<file path="src/rtl/wd_pkg.sv">
`default_nettype none
// ============================================================================
// Module : wd_pkg -- shared state, fail-code and register-offset definitions
// Rev    : 1.0
// ============================================================================
package wd_pkg;

  typedef enum logic [1:0] {
    ST_DIS    = 2'b00,
    ST_CLOSED = 2'b01,
    ST_OPEN   = 2'b10,
    ST_FAIL   = 2'b11
  } wd_state_e;

  localparam logic [1:0] FL_NONE    = 2'b00;
  localparam logic [1:0] FL_EARLY   = 2'b01;
  localparam logic [1:0] FL_TIMEOUT = 2'b10;
  localparam logic [1:0] FL_BADKEY  = 2'b11;

  localparam logic [1:0] REG_CTRL       = 2'd0;
  localparam logic [1:0] REG_CLOSED_LEN = 2'd1;
  localparam logic [1:0] REG_OPEN_LEN   = 2'd2;
  localparam logic [1:0] REG_SERVICE    = 2'd3;

endpackage
`default_nettype wire

</file>
<file path="src/rtl/wd_channel.sv">
`default_nettype none
// ============================================================================
// Module : wd_channel -- one windowed watchdog: config regs, FSM, counter
// Rev    : 1.0
// ============================================================================
module wd_channel
  import wd_pkg::*;
#(
  parameter int          CW  = 16,
  parameter int          DW  = 16,
  parameter logic [15:0] KEY = 16'hA5C3
) (
  input  logic          clk,
  input  logic          rst_n,
  input  logic          i_wr,
  input  logic [1:0]    i_reg,
  input  logic [DW-1:0] i_data,
  output logic          o_fail,
  output logic [1:0]    o_code
);

  wd_state_e     r_state;
  wd_state_e     w_nxt_state;
  logic [CW-1:0] r_cnt;
  logic [CW-1:0] w_nxt_cnt;
  logic [CW-1:0] r_closed_len;
  logic [CW-1:0] r_open_len;
  logic [CW-1:0] w_len;
  logic [1:0]    r_code;
  logic [1:0]    w_nxt_code;
  logic          r_lock;
  logic          w_cfg_wr;
  logic          w_ctrl_wr;
  logic          w_srv_wr;
  logic          w_key_ok;
  logic          w_enable;

  assign w_cfg_wr  = i_wr && !r_lock && (r_state != ST_FAIL);
  assign w_ctrl_wr = w_cfg_wr && (i_reg == REG_CTRL);
  assign w_srv_wr  = i_wr && (i_reg == REG_SERVICE);
  assign w_key_ok  = (i_data[15:0] == KEY);
  assign w_enable  = i_data[0];
  // A zero length would make the window degenerate; clamp it to one cycle.
  assign w_len     = (i_data[CW-1:0] == '0) ? CW'(1) : i_data[CW-1:0];

  always_ff @(posedge clk or negedge rst_n) begin
    if (!rst_n) begin
      r_lock       <= 1'b0;
      r_closed_len <= '1;
      r_open_len   <= '1;
    end else if (w_cfg_wr) begin
      case (i_reg)
        REG_CTRL:       r_lock       <= i_data[1];
        REG_CLOSED_LEN: r_closed_len <= w_len;
        REG_OPEN_LEN:   r_open_len   <= w_len;
        default:        ;
      endcase
    end
  end

  always_ff @(posedge clk or negedge rst_n) begin
    if (!rst_n) begin
      r_state <= ST_DIS;
      r_cnt   <= '0;
      r_code  <= FL_NONE;
    end else begin
      r_state <= w_nxt_state;
      r_cnt   <= w_nxt_cnt;
      r_code  <= w_nxt_code;
    end
  end

  always_comb begin
    w_nxt_state = r_state;
    w_nxt_cnt   = r_cnt;
    w_nxt_code  = r_code;
    case (r_state)
      ST_DIS: begin
        if (w_ctrl_wr && w_enable) begin
          w_nxt_state = ST_CLOSED;
          w_nxt_cnt   = r_closed_len - CW'(1);
        end
      end
      ST_CLOSED: begin
        if (w_ctrl_wr && !w_enable) begin
          w_nxt_state = ST_DIS;
          w_nxt_cnt   = '0;
        end else if (w_srv_wr) begin
          w_nxt_state = ST_FAIL;
          w_nxt_code  = w_key_ok ? FL_EARLY : FL_BADKEY;
        end else if (r_cnt == '0) begin
          w_nxt_state = ST_OPEN;
          w_nxt_cnt   = r_open_len - CW'(1);
        end else begin
          w_nxt_cnt = r_cnt - CW'(1);
        end
      end
      ST_OPEN: begin
        // A good key on the last open cycle still counts as a service.
        if (w_ctrl_wr && !w_enable) begin
          w_nxt_state = ST_DIS;
          w_nxt_cnt   = '0;
        end else if (w_srv_wr && w_key_ok) begin
          w_nxt_state = ST_CLOSED;
          w_nxt_cnt   = r_closed_len - CW'(1);
        end else if (w_srv_wr) begin
          w_nxt_state = ST_FAIL;
          w_nxt_code  = FL_BADKEY;
        end else if (r_cnt == '0) begin
          w_nxt_state = ST_FAIL;
          w_nxt_code  = FL_TIMEOUT;
        end else begin
          w_nxt_cnt = r_cnt - CW'(1);
        end
      end
      default: ;
    endcase
  end

  assign o_fail = (r_state == ST_FAIL);
  assign o_code = r_code;

endmodule
`default_nettype wire

</file>
<file path="src/rtl/multi_channel_watchdog.sv">
`default_nettype none
// ============================================================================
// Module : multi_channel_watchdog -- NCH windowed watchdogs, address decode
//          and a one-shot system reset pulser
// Rev    : 1.0
// ============================================================================
module multi_channel_watchdog
  import wd_pkg::*;
#(
  parameter int          NCH    = 4,
  parameter int          CW     = 16,
  parameter logic [15:0] KEY    = 16'hA5C3,
  parameter int          RSTLEN = 64
) (
  input  logic                             clk,
  input  logic                             rst_n,
  input  logic                             i_wren,
  input  logic [$clog2(NCH)+1:0]           i_abus,
  input  logic [((CW > 16) ? CW : 16)-1:0] i_dbus,
  output logic                             o_rstout,
  output logic [NCH-1:0]                   o_wdfail,
  output logic [2*NCH-1:0]                 o_flstat
);

  localparam int c_aw = $clog2(NCH) + 2;
  localparam int c_dw = (CW > 16) ? CW : 16;

  logic [c_aw-1:0] w_chan;
  logic            r_fired;
  logic            r_rstout;
  logic [15:0]     r_pcnt;

  // Channel indices at or above NCH never match any generated channel.
  assign w_chan = i_abus >> 2;

  generate
    for (genvar i = 0; i < NCH; i++) begin : g_ch
      wd_channel #(
        .CW  (CW),
        .DW  (c_dw),
        .KEY (KEY)
      ) u_ch (
        .clk    (clk),
        .rst_n  (rst_n),
        .i_wr   (i_wren && (w_chan == c_aw'(i))),
        .i_reg  (i_abus[1:0]),
        .i_data (i_dbus),
        .o_fail (o_wdfail[i]),
        .o_code (o_flstat[2*i +: 2])
      );
    end
  endgenerate

  // One pulse per reset epoch: r_fired blocks retriggering by later fails.
  always_ff @(posedge clk or negedge rst_n) begin
    if (!rst_n) begin
      r_fired  <= 1'b0;
      r_rstout <= 1'b0;
      r_pcnt   <= '0;
    end else if (!r_fired) begin
      if (|o_wdfail) begin
        r_fired  <= 1'b1;
        r_rstout <= 1'b1;
        r_pcnt   <= 16'(RSTLEN - 1);
      end
    end else if (r_rstout) begin
      if (r_pcnt == '0) begin
        r_rstout <= 1'b0;
      end else begin
        r_pcnt <= r_pcnt - 16'd1;
      end
    end
  end

  assign o_rstout = r_rstout;

endmodule
`default_nettype wire

</file>
<file path="config.mk">
export PLATFORM = sky130hd
export DESIGN_NAME = multi_channel_watchdog
export DESIGN_NICKNAME = d
export VERILOG_FILES = /design/src/rtl/wd_pkg.sv /design/src/rtl/wd_channel.sv /design/src/rtl/multi_channel_watchdog.sv
export SDC_FILE = /design/constraint.sdc
export NUM_CORES = 1
export LEC_CHECK = 0
export ABC_AREA = 1
export CORE_AREA = 5 5 200 202
export CTS_CLUSTER_DIAMETER = 30
export CTS_CLUSTER_SIZE = 10
export DETAILED_ROUTE_END_ITERATION = 6
export DIE_AREA = 0 0 205 207
export RECOVER_POWER = 100
export SLEW_MARGIN = 25
export SYNTH_ARGS = -nofsm -noshare
export SYNTH_HDL_FRONTEND = slang
export SYNTH_SLANG_ARGS = --single-unit
</file>
<file path="constraint.sdc">
create_clock -name clk -period 2.6 [get_ports clk]
set_input_delay 0.52 -clock clk [delete_from_list [all_inputs] [get_ports clk]]
set_output_delay 0.52 -clock clk [all_outputs]
set_load 0.01 [all_outputs]
</file>
==> results_dict.tcl <==
set metrics [dict create \
    cts_max_level 3 \
    endpoint_kind "output pin" \
    drive_above_1_share_pct 14.71 \
    crit_arrival_ns 1.99 \
    areaGrowthSynthToFinish_pct 25.52 \
    path_clk_slew_ns 0.04 \
    status "finished, violations left" \
    critPathRequiredTime_ns 2.08 \
    wl_per_cell_um 16.46 \
    syn_area_per_cell_um2 6.389 \
    grtUsageTotal_pct 26.36 \
    die_x_um 205 \
    max_slew_margin_pct -8.846 \
    skew_ns 0.02343 \
    max_freq_mhz 399.0 \
    clockRootBuffer "clkbuf_16" \
    grt_pass1_wl_um 90150 \
    syn_area_mm2 0.01686 \
    drv_cap 1 \
    dieArea_mm2 0.04244 \
    reg2reg_setup_slack_ns 0.23 \
    gp_congestion 0.9575 \
    timing.rr.end "g_ch[1].u_ch.r_closed_len[8]$_DFFE_PN1P_" \
    rsz0062_at_grt "no" \
    hold_violations 0 \
    ctsResizeCount 0 \
    min_path_type "flop to flop" \
    vias 17685 \
    grt_pass1_vias 16955 \
    yosys_warnings 0 \
    tns_ns 0 \
    io_buffers 35 \
    peakVddDrop_mv 0.9042 \
    placedInstanceArea_mm2 0.01877 \
    crit_path_end "o_wdfail[1]" \
    synth.distinct_cells 44 \
    antenna_found_initial 1 \
    fin_area_mm2 0.02116 \
    numCtsBuffers 71 \
    worst_pin_slew_ns 1.633 \
    clockBufferDepth 3 \
    drt_first_pass_iters 6 \
    detail-route-antenna-nets 0 \
    io_pins 36 \
    pre_cts_ws_ns -0.1638 \
    fin_crit_sh_pct 96.39 \
    r2r_cells 7 \
    cts_sinks 230 \
    nNetsFinal 2872 \
    drtIter0Drc 1321 \
    reg2reg_from "g_ch[1].u_ch.r_state[0]$_DFFE_PN0P_" \
    min_period_ns 2.506 \
    fin_ws_ns 0.09387 \
    crit_start "g_ch[1].u_ch.r_state[0]$_DFFE_PN0P_" \
    synthCells 2639 \
    drv_slew 60 \
    start_util_pct 44.25 \
    clock_latency_ns 0.60 \
    hpwl_um 42200 \
    synth_top_area_share_pct 20.53 \
    synth_nets 2691 \
    remaining_drc_errors 0 \
    synth_seq_cells 230 \
    grt_max_degree 61 \
    path_class "flop to output pin" \
    total_leakage_power_nw 10.21 \
    die_h_um 207 \
    setup_violations 0 \
    yosys.area.top_type "nand2_1" \
    vias_per_cell 5.211 \
    failed_checks "max-capacitance violations, max-slew violations" \
    antennaDiodeCount 0 \
    synth_seq_area_share_pct 35.08 \
    startpoint_type "flop" \
    cts_tree "built" \
    synth.area.top_cells "nand2_1 (21%), dfstp_2 (20%), dfrtp_1 (15%)" \
    fp.coreArea_mm2 0.03811 \
    worstPathMaxFanout 4 \
    fillers 3767 \
    wirelength_um 55860 \
    overflow 0 \
    rows 72 \
    cellPowerDensity_mw_per_mm2 1096 \
]
==> how the worst min path moves through the flow <==
stage	from	endpoint	slack, ns	depth (start not counted)
2_1_floorplan	rst_n	g_ch[0].u_ch.o_code[0]$_DFFE_PN0P_	0.22	0
3_3_place_gp	g_ch[1].u_ch.r_lock$_DFFE_PN0N_	g_ch[1].u_ch.r_lock$_DFFE_PN0N_	0.45	1
3_5_place_dp	g_ch[1].u_ch.r_lock$_DFFE_PN0N_	g_ch[1].u_ch.r_lock$_DFFE_PN0N_	0.46	1
4_1_cts	g_ch[1].u_ch.r_lock$_DFFE_PN0N_	g_ch[1].u_ch.r_lock$_DFFE_PN0N_	0.47	1
5_1_grt	g_ch[1].u_ch.r_lock$_DFFE_PN0N_	g_ch[1].u_ch.r_lock$_DFFE_PN0N_	0.48	1
6_report	g_ch[1].u_ch.r_lock$_DFFE_PN0N_	g_ch[1].u_ch.r_lock$_DFFE_PN0N_	0.47	1
==> cell families (layout without fill, tap and decap cells) <==
group	count (synthesis)	in the layout	share of synthesized area (%)
AO/OA/AOI/OAI	256	256	7.888
XOR/XNOR	91	91	4.727
adder cells (fa/ha/maj)	29	29	2.152
buffers and inverters	343	580	8.140
flip-flops	230	230	35.08
AND/OR/NAND/NOR	1690	1690	42.01
==> flip-flops by register name, indices dropped and copies added (netlist names) <==
signal / cells
g_ch.u_ch.r_closed_len: 64
g_ch.u_ch.r_cnt: 64
g_ch.u_ch.r_open_len: 64
r_pcnt: 16
g_ch.u_ch.o_code: 8
g_ch.u_ch.r_state: 8
g_ch.u_ch.r_lock: 4
o_rstout: 1
r_fired: 1
==> power by group <==
part           internal, mW  switching, mW  total [mW]  leakage (nW)
Clock                  6.38           2.58        8.96          1.24
Sequential             5.06           1.04        6.10          2.60
Combinational          2.84           5.29        8.13          6.38
==> cells in the final DEF, fill, tap and decap left out, types with 3 or more instances in the layout <==
cell type,n
nand2_1,923
nor2_1,354
nand3_1,308
inv_1,260
o21ai_0,191
dfstp_2,128
buf_4,113
dfrtp_1,102
clkbuf_16,73
xor2_1,71
a21oi_1,47
nand4_1,45
ha_1,29
clkdlybuf4s50_1,21
xnor2_1,20
clkbuf_1,20
clkinv_2,16
clkbuf_8,14
dlygate4sd3_1,14
nand3b_1,13
nor3_1,9
bufinv_16,9
buf_12,9
or2_2,8
nor2_2,7
nand2_2,7
clkinv_1,6
inv_2,5
nor2_4,5
o211ai_1,5
clkbuf_4,5
clkinv_8,4
clkinvlp_4,4
clkbuf_2,4
a31oi_1,3
==> metal layers <==
| metal | vias to the layer above | global-route usage [%] | share of wire (%) |
|---|---|---|---|
| li1 | 8788 | - | - |
| met1 | 8234 | 36.16 | 45 |
| met2 | 524 | 41.46 | 45 |
| met3 | 139 | 5.364 | 6.3 |
| met4 | 0 | 9.217 | 3.3 |
| met5 | - | 0 | 0 |
==> per-stage QoR <==
step                      cells  utilization (%)  power (mW)  hold WS, ns
after CTS                  3394            55.88       23.43       0.4654
after floorplan            2639                -       11.60       0.2244
after global routing       3394            55.54       24.84       0.4847
after detailed placement   3264            49.25       14.26       0.4557
after global placement     3264            49.25       14.15       0.4495
final                      3394            55.54       23.19       0.4669
==> cell usage after synthesis, drive strengths merged <==
master,instances
o211ai,5
xor2,71
nand3b,13
o211a,1
xnor2,20
and2,1
clkinv,6
a31oi,3
ha,29
a21o,1
a211oi,1
nor4,2
o21ai,192
dfstp,128
nand2,931
nand2b,1
inv,265
dfrtp,102
nor2,366
a41o,2
nand3,311
nand4,46
o21bai,2
nor3,11
buf,34
a21oi,49
or2,8
clkbuf,38
==> worst max-delay path: stages (launching register included) <==
cell             delay [ns]
dfrtp_1                0.37
ha_1                   0.41
clkdlybuf4s50_1        0.62
==> layout make-up <==
type | count | area [um^2] | share of cell area [%]
clock inverters | 34 | 465.4 | 2.199
well taps | 518 | 648.1 | 3.062
inverters | 271 | 1017 | 4.806
multi-input cells | 2066 | 9564 | 45.19
clock buffers | 95 | 2049 | 9.684
repair buffers | 180 | 1504 | 7.106
flip-flops and latches | 230 | 5916 | 27.95
==> timing repair <==
item                      4_1_cts  5_1_grt
hold buffers                    1        0
buffers inserted                0        0
hold endpoints to repair       36        0
No activity file was read; power rests on OpenSTA's default activity.
